File: src/rtl/uart_rx_framer_pkg.sv
// Shared types for the UART RX framer: FSM states, error codes and the FIFO entry layout.
package uart_rx_framer_pkg;

  localparam int unsigned BYTE_W = 8;
  localparam int unsigned ERR_W  = 2;

  typedef enum logic [1:0] {
    ST_HUNT    = 2'd0,
    ST_LEN     = 2'd1,
    ST_PAYLOAD = 2'd2,
    ST_CSUM    = 2'd3
  } state_e;

  typedef enum logic [ERR_W-1:0] {
    ERR_BADLEN  = 2'd0,
    ERR_CSUM    = 2'd1,
    ERR_OVF     = 2'd2,
    ERR_TIMEOUT = 2'd3
  } err_e;

  typedef struct packed {
    logic              last;
    logic [BYTE_W-1:0] data;
  } fifo_entry_t;

endpackage

File: src/rtl/uart_rx_framer_if.sv
// Byte-input, payload-output and status signals of the UART RX framer.
interface uart_rx_framer_if;
  logic [7:0] rx_data;
  logic       rx_received;
  logic [7:0] out_data;
  logic       out_last;
  logic       out_valid;
  logic       out_ready;
  logic       frame_ok;
  logic       frame_err;
  logic [1:0] err_code;
  logic       busy;

  // master: byte source and payload consumer
  modport master (
    output rx_data, rx_received, out_ready,
    input  out_data, out_last, out_valid, frame_ok, frame_err, err_code, busy
  );

  // slave: the framer itself
  modport slave (
    input  rx_data, rx_received, out_ready,
    output out_data, out_last, out_valid, frame_ok, frame_err, err_code, busy
  );
endinterface

File: src/rtl/uart_framer_fifo.sv
// Payload FIFO with speculative write pointer: pushes land speculatively and become
// visible to the reader only on commit; rollback discards everything since the last commit.
module uart_framer_fifo
  import uart_rx_framer_pkg::*;
#(
  parameter int unsigned DEPTH = 16
) (
  input  logic        clk,
  input  logic        reset_n,
  input  logic        push_i,
  input  fifo_entry_t push_data_i,
  input  logic        commit_i,
  input  logic        rollback_i,
  input  logic        pop_i,
  output logic        spec_full_c,
  output logic        empty_c,
  output fifo_entry_t head_c
);

  localparam int unsigned AW = $clog2(DEPTH);
  localparam int unsigned PW = AW + 1;

  fifo_entry_t   mem_q [DEPTH];
  logic [PW-1:0] rd_q, rd_d;
  logic [PW-1:0] wr_q, wr_d;
  logic [PW-1:0] spec_q, spec_d;
  logic          do_push;
  logic          do_pop;

  assign empty_c     = (wr_q == rd_q);
  assign spec_full_c = ((spec_q - rd_q) == PW'(DEPTH));
  assign do_push     = push_i & ~spec_full_c & ~rollback_i;
  assign do_pop      = pop_i & ~empty_c;
  assign head_c      = empty_c ? '0 : mem_q[rd_q[AW-1:0]];

  // Pointer next-state; a same-cycle pop frees space only once rd_q has moved
  always_comb begin
    rd_d   = do_pop ? rd_q + PW'(1) : rd_q;
    wr_d   = commit_i ? spec_q : wr_q;
    spec_d = spec_q;
    if (rollback_i) begin
      spec_d = wr_q;
    end else if (do_push) begin
      spec_d = spec_q + PW'(1);
    end
  end

  always_ff @(posedge clk or negedge reset_n) begin
    if (!reset_n) begin
      rd_q   <= '0;
      wr_q   <= '0;
      spec_q <= '0;
    end else begin
      rd_q   <= rd_d;
      wr_q   <= wr_d;
      spec_q <= spec_d;
    end
  end

  always_ff @(posedge clk) begin
    if (do_push) begin
      mem_q[spec_q[AW-1:0]] <= push_data_i;
    end
  end

endmodule

File: src/rtl/uart_rx_framer.sv
// Parses SYNC/LEN/payload/CSUM frames from uart_rx byte events into a commit/rollback FIFO.
// Optional inter-byte timeout enabled by defining UART_RX_FRAMER_TIMEOUT_EN.
module uart_rx_framer
  import uart_rx_framer_pkg::*;
#(
  parameter int unsigned DEPTH   = 16,
  parameter int unsigned MAX_LEN = 8,
  parameter logic [7:0]  SYNC    = 8'hA5
`ifdef UART_RX_FRAMER_TIMEOUT_EN
  , parameter int unsigned TIMEOUT_CYCLES = 100000
`endif
) (
  input  logic             clk,
  input  logic             reset_n,
  uart_rx_framer_if.slave  bus
);

  state_e      state_q, state_d;
  logic [7:0]  csum_q, csum_d;
  logic [7:0]  remain_q, remain_d;
  logic        rx_prev_q;
  logic        frame_ok_q, frame_ok_d;
  logic        frame_err_q, frame_err_d;
  logic [1:0]  err_code_q, err_code_d;
  logic        busy_q;
  logic        evt;
  logic        tmo_hit;

  logic        push_c, commit_c, rollback_c;
  fifo_entry_t push_data_c;
  logic        spec_full_c, empty_c;
  fifo_entry_t head_c;

  assign evt = bus.rx_received & ~rx_prev_q;

`ifdef UART_RX_FRAMER_TIMEOUT_EN
  localparam int unsigned TW = $clog2(TIMEOUT_CYCLES + 1);
  logic [TW-1:0] tmo_q, tmo_d;

  // Idle counter: restarts on every byte, held at zero while hunting
  assign tmo_d   = (evt || state_q == ST_HUNT) ? '0 : tmo_q + TW'(1);
  assign tmo_hit = (state_q != ST_HUNT) && (tmo_q == TW'(TIMEOUT_CYCLES));

  always_ff @(posedge clk or negedge reset_n) begin
    if (!reset_n) begin
      tmo_q <= '0;
    end else begin
      tmo_q <= tmo_d;
    end
  end
`else
  assign tmo_hit = 1'b0;
`endif

  // Frame FSM: one byte per event, FIFO controls and status pulses decided here
  always_comb begin
    state_d     = state_q;
    csum_d      = csum_q;
    remain_d    = remain_q;
    frame_ok_d  = 1'b0;
    frame_err_d = 1'b0;
    err_code_d  = err_code_q;
    push_c      = 1'b0;
    commit_c    = 1'b0;
    rollback_c  = 1'b0;
    push_data_c = '{last: (remain_q == 8'd1), data: bus.rx_data};

    if (evt) begin
      unique case (state_q)
        ST_HUNT: begin
          if (bus.rx_data == SYNC) state_d = ST_LEN;
        end
        ST_LEN: begin
          if (bus.rx_data > 8'(MAX_LEN)) begin
            frame_err_d = 1'b1;
            err_code_d  = ERR_BADLEN;
            state_d     = ST_HUNT;
          end else begin
            csum_d   = bus.rx_data;
            remain_d = bus.rx_data;
            state_d  = (bus.rx_data == 8'd0) ? ST_CSUM : ST_PAYLOAD;
          end
        end
        ST_PAYLOAD: begin
          if (spec_full_c) begin
            frame_err_d = 1'b1;
            err_code_d  = ERR_OVF;
            rollback_c  = 1'b1;
            state_d     = ST_HUNT;
          end else begin
            push_c   = 1'b1;
            csum_d   = csum_q ^ bus.rx_data;
            remain_d = remain_q - 8'd1;
            if (remain_q == 8'd1) state_d = ST_CSUM;
          end
        end
        ST_CSUM: begin
          if (bus.rx_data == csum_q) begin
            commit_c   = 1'b1;
            frame_ok_d = 1'b1;
          end else begin
            frame_err_d = 1'b1;
            err_code_d  = ERR_CSUM;
            rollback_c  = 1'b1;
          end
          state_d = ST_HUNT;
        end
        default: state_d = ST_HUNT;
      endcase
    end else if (tmo_hit) begin
      frame_err_d = 1'b1;
      err_code_d  = ERR_TIMEOUT;
      rollback_c  = 1'b1;
      state_d     = ST_HUNT;
    end
  end

  always_ff @(posedge clk or negedge reset_n) begin
    if (!reset_n) begin
      state_q     <= ST_HUNT;
      csum_q      <= '0;
      remain_q    <= '0;
      rx_prev_q   <= 1'b0;
      frame_ok_q  <= 1'b0;
      frame_err_q <= 1'b0;
      err_code_q  <= '0;
      busy_q      <= 1'b0;
    end else begin
      state_q     <= state_d;
      csum_q      <= csum_d;
      remain_q    <= remain_d;
      rx_prev_q   <= bus.rx_received;
      frame_ok_q  <= frame_ok_d;
      frame_err_q <= frame_err_d;
      err_code_q  <= err_code_d;
      busy_q      <= (state_d != ST_HUNT);
    end
  end

  uart_framer_fifo #(
    .DEPTH (DEPTH)
  ) u_fifo (
    .clk         (clk),
    .reset_n     (reset_n),
    .push_i      (push_c),
    .push_data_i (push_data_c),
    .commit_i    (commit_c),
    .rollback_i  (rollback_c),
    .pop_i       (bus.out_ready),
    .spec_full_c (spec_full_c),
    .empty_c     (empty_c),
    .head_c      (head_c)
  );

  assign bus.out_data  = head_c.data;
  assign bus.out_last  = head_c.last;
  assign bus.out_valid = ~empty_c;
  assign bus.frame_ok  = frame_ok_q;
  assign bus.frame_err = frame_err_q;
  assign bus.err_code  = err_code_q;
  assign bus.busy      = busy_q;

endmodule

File: src/flat_wrapper.sv
// flat-port wrapper written by rule: the top's interface ports become plain ports
module uart_rx_framer_flat import uart_rx_framer_pkg::*;
#(
  parameter int unsigned DEPTH   = 16,
  parameter int unsigned MAX_LEN = 8,
  parameter logic [7:0]  SYNC    = 8'hA5

)
  (clk, reset_n, bus_rx_data, bus_rx_received, bus_out_ready, bus_out_data, bus_out_last, bus_out_valid, bus_frame_ok, bus_frame_err, bus_err_code, bus_busy);
  uart_rx_framer_if bus_i ();
  input  logic clk;
  input  logic reset_n;
  input wire logic [$bits(bus_i.rx_data)-1:0] bus_rx_data;
  input wire logic [$bits(bus_i.rx_received)-1:0] bus_rx_received;
  input wire logic [$bits(bus_i.out_ready)-1:0] bus_out_ready;
  output wire logic [$bits(bus_i.out_data)-1:0] bus_out_data;
  output wire logic [$bits(bus_i.out_last)-1:0] bus_out_last;
  output wire logic [$bits(bus_i.out_valid)-1:0] bus_out_valid;
  output wire logic [$bits(bus_i.frame_ok)-1:0] bus_frame_ok;
  output wire logic [$bits(bus_i.frame_err)-1:0] bus_frame_err;
  output wire logic [$bits(bus_i.err_code)-1:0] bus_err_code;
  output wire logic [$bits(bus_i.busy)-1:0] bus_busy;
  assign bus_i.rx_data = bus_rx_data;
  assign bus_i.rx_received = bus_rx_received;
  assign bus_i.out_ready = bus_out_ready;
  assign bus_out_data = bus_i.out_data;
  assign bus_out_last = bus_i.out_last;
  assign bus_out_valid = bus_i.out_valid;
  assign bus_frame_ok = bus_i.frame_ok;
  assign bus_frame_err = bus_i.frame_err;
  assign bus_err_code = bus_i.err_code;
  assign bus_busy = bus_i.busy;
  uart_rx_framer #(.DEPTH(DEPTH), .MAX_LEN(MAX_LEN), .SYNC(SYNC)) u_core (.clk(clk), .reset_n(reset_n), .bus(bus_i));
endmodule
File: config.mk
export PLATFORM = sky130hd
export DESIGN_NAME = uart_rx_framer_flat
export DESIGN_NICKNAME = d
export VERILOG_FILES = /design/src/rtl/uart_rx_framer_pkg.sv /design/src/rtl/uart_rx_framer_if.sv /design/src/rtl/uart_framer_fifo.sv /design/src/rtl/uart_rx_framer.sv /design/src/flat_wrapper.sv
export SDC_FILE = /design/constraint.sdc
export NUM_CORES = 1
export LEC_CHECK = 0
export CELL_PAD_IN_SITES_DETAIL_PLACEMENT = 1
export CELL_PAD_IN_SITES_GLOBAL_PLACEMENT = 2
export CORE_MARGIN = 2
export CORE_UTILIZATION = 41
export DETAILED_ROUTE_END_ITERATION = 7
export HOLD_SLACK_MARGIN = 0.1
export PLACE_DENSITY_LB_ADDON = 0.1
export SYNTH_ARGS = -nofsm -noshare
export SYNTH_HDL_FRONTEND = slang
export SYNTH_SLANG_ARGS = --single-unit
export TNS_END_PERCENT = 5
File: constraint.sdc
create_clock -name clk -period 3.05 [get_ports clk]
set_clock_uncertainty 0.15 [all_clocks]
set_input_delay 0.61 -clock clk [delete_from_list [all_inputs] [get_ports clk]]
set_output_delay 0.61 -clock clk [all_outputs]
set_load 0.03 [all_outputs]
==> impl_metrics.toml <==
[run_status]
status = "complete, but fails checks"
violations = "negative setup slack"

[logic_synthesis]
synth_top_area_share_pct = 54.1
synthesis.nets = 521
syn_inst = 493
syn_area_per_cell_um2 = 16.2
syn_area_um2 = 8000
synthTopCellsByArea = "edfxtp_1 (54%), mux4_2 (13%), dfrtp_1 (12%), ha_1 (2.5%), nand2_1 (1.3%)"
synth.most_common_cell = "edfxtp_1"
ys_ff_latch = 183
synth_common_cells = "edfxtp_1 (144), mux4_2 (45), dfrtp_1 (39)"
yosysSeqAreaShare_pct = 66.3
yosysWarnings = 0
yosysTopAreaCell = "edfxtp_1"
synth_edf_count = 144
async_reset_ff_share_pct = 21.3
synth_ff_type = "edfxtp_1"
synthDistinctLibCells = 60

[global_routing]
antenna_found_initial = 0
grt_use_total_pct = 21.7
grt_pass1_wl_um = 31700
grt_max_degree = 31
gr-total-overflow = 0
grt_pass1_vias = 5143

[worst_setup_path]
ff2ff_path_depth = 11
r2r_end = "u_core.csum_q[6]$_DFFE_PN0P_"
crit_slowest_cell = "mux4_2"
setup.worst_path.end_class = "output pin"
worst_ep_arrival_time_ns = 2.50
criticalPathCategory = "reg2out"
slowest_delay_ns = 0.50
crit_required_ns = 2.29
r2r-start = "u_core.u_fifo.rd_q[1]$_DFFE_PN0P_"
path_cells = "buf_12 > buf_12 > buf_4 > mux4_2 > mux4_2 > nor2b_4 > buf_6"
critPathMaxFanout = 5
ff2ff_setup_slack_ns = 0.22
startpoint_type = "flip-flop"

[detailed_routing]
drtIter0Drc = 349
routed_wl_um = 20700
dr_total_vias = 4753
vias_per_cell = 5.42
first_pass_iters = 5
ant_nets = 0
drc = 0
wl_per_cell_um = 23.6

[die]
rows = 51
design.die.area_um2 = 20600
die_w_um = 144
coreArea_um2 = 19300
start_util_pct = 41.5
die_h_um = 144
ioPinCount = 27

[placed_design]
pre_cts_slack_ns = -0.147
gp_congestion = 0.789
detailed_place_hpwl_um = 14300
port_buffers = 26

[min_path]
hp-class = "in2async"

[power]
seq_power_share_pct = 34.8
switching_power_uw = 2600
power_density_nw_per_um2 = 864
p_leak_uw = 0.00366
swShare_pct = 30.0
p_int_uw = 6070
vdd_drop_max_uv = 383
clockPowerShare_pct = 29.1
combPwrFrac_pct = 36.1

[clocking]
clk_latency_ns = 0.42
root_buffer = "clkbuf_16"
cts_sinks = 183
ctsHtreeMaxLevel = 4
ctsHoldBuffers = 0
cts.path.max_buffers = 2
numCtsBuffers = 17
cts_tree = "done"
clk_pin_slew_ns = 0.06

[sta]
setup_viol_count_final = 9
worst_pin_slew_ns = 0.787
slew_headroom_pct = 47.5
hold_viol = 0
final.min_clock_period_ns = 3.26
rsz0062_at_grt = "true"
timing.fmax_ghz = 0.307
min_period_over_period_pct = 107
timing.final.ws_setup_ns = -0.211
drv_slew = 0

[finish]
area_delta_synth_final_pct = 25.6
layout.nets = 629
fin_util_pct = 52.1
antennaDiodeCount = 0
layout-drive-gt1-share_pct = 31.4

[run]
cap_violations = 0
kinds of logic after synthesis:
group | count (synthesis) | synth area share [%]
compound gates | 60 | 5.38
xor+xnor | 19 | 2.08
buf+inv | 37 | 1.94
fa+ha+maj | 16 | 2.50
simple gates | 128 | 8.45
flops | 183 | 66.3
mux | 50 | 13.3
flip-flops by register name, summed over array words and instances, names as in the netlist:
signal	cells
u_core.u_fifo.wr_q	5
u_core.u_fifo.mem_q	144
u_core.bus.err_code	2
u_core.rx_prev_q	1
u_core.bus.frame_err	1
u_core.u_fifo.rd_q	5
u_core.u_fifo.spec_q	5
u_core.csum_q	8
u_core.bus.busy	1
u_core.bus.frame_ok	1
u_core.state_q	2
u_core.remain_q	8
stage by stage:
| stage | instances | setup TNS, ns | cell area, um2 | total power, uW | hold slack [ns] |
|---|---|---|---|---|---|
| after global routing | 877 | -2.07 | 10000 | 9070 | 0.160 |
| final | 877 | -1.40 | 10000 | 8670 | 0.112 |
| after global placement | 835 | -3.99 | 9190 | 5900 | 0.330 |
| after detailed placement | 835 | -7.74 | 9190 | 5940 | 0.341 |
| after floorplan | 493 | 0 | 8020 | 4890 | 0.164 |
| after CTS | 877 | -1.95 | 10100 | 8780 | 0.127 |
power groups by stage:
stage	registers, uW	logic, uW	clock network, uW
2_1_floorplan	3050	1840	0
3_3_place_gp	3070	2820	0
3_5_place_dp	3080	2870	0
4_1_cts	3020	3180	2580
5_1_grt	3050	3360	2660
6_report	3020	3130	2530
worst max-delay path by stage:
stage | slack (ns) | startpoint | endpoint | cells past startpoint
2_1_floorplan | 0.02 | u_core.u_fifo.rd_q[3]$_DFFE_PN0P_ | u_core.u_fifo.mem_q[12][0]$_DFFE_PP_ | 10
3_3_place_gp | -0.14 | u_core.u_fifo.rd_q[0]$_DFFE_PN0P_ | bus_out_data[3] | 5
3_5_place_dp | -0.15 | u_core.u_fifo.rd_q[0]$_DFFE_PN0P_ | bus_out_data[4] | 5
4_1_cts | -0.25 | u_core.u_fifo.rd_q[0]$_DFFE_PN0P_ | bus_out_data[2] | 8
5_1_grt | -0.27 | u_core.u_fifo.rd_q[0]$_DFFE_PN0P_ | bus_out_data[0] | 7
6_report | -0.21 | u_core.u_fifo.rd_q[0]$_DFFE_PN0P_ | bus_out_data[7] | 7
area by class of cell:
class | count | area (um2)
flip-flops and latches | 183 | 5300
fillers | 1867 | 9230
multi-input cells | 273 | 2580
well taps | 265 | 332
repair buffers | 111 | 1090
clock buffers | 19 | 433
clock inverters | 11 | 244
inverters | 15 | 56.3
critical path: cells and delay by family, from the launching register on:
| kind | cells | cell delay, ns |
|---|---|---|
| mux | 2 | 0.95 |
| simple gates | 1 | 0.15 |
| flops | 1 | 0.43 |
| buf+inv | 4 | 0.56 |
routing by layer:
layer / wire length [um] / vias to the layer above / GRT usage [%]
li1: - / 2151 / -
met1: 8690 / 2481 / 27.9
met2: 10700 / 99 / 37.3
met3: 1070 / 22 / 4.83
met4: 318 / 0 / 5.57
met5: 0 / - / 0
timing repair:
item / in CTS / in global routing
setup endpoints to repair: 10 / 10
resized for setup: 63 / 12
buffers inserted: 9 / 3
gates cloned: 3 / 0
placed cells by master, fill, tap and decap left out, types with 8 or more instances in the layout:
cell type / instances
edfxtp_1: 144
nand3_1: 13
buf_4: 69
xnor2_1: 8
dfrtp_1: 38
o21ai_0: 11
inv_1: 14
mux4_2: 45
ha_1: 16
clkbuf_16: 17
and3_1: 10
nor2b_1: 9
nor2_1: 28
a21oi_1: 14
buf_12: 15
buf_6: 8
xor2_1: 11
clkdlybuf4s50_1: 15
nand2_1: 28
(Power assumes the default switching activity.)
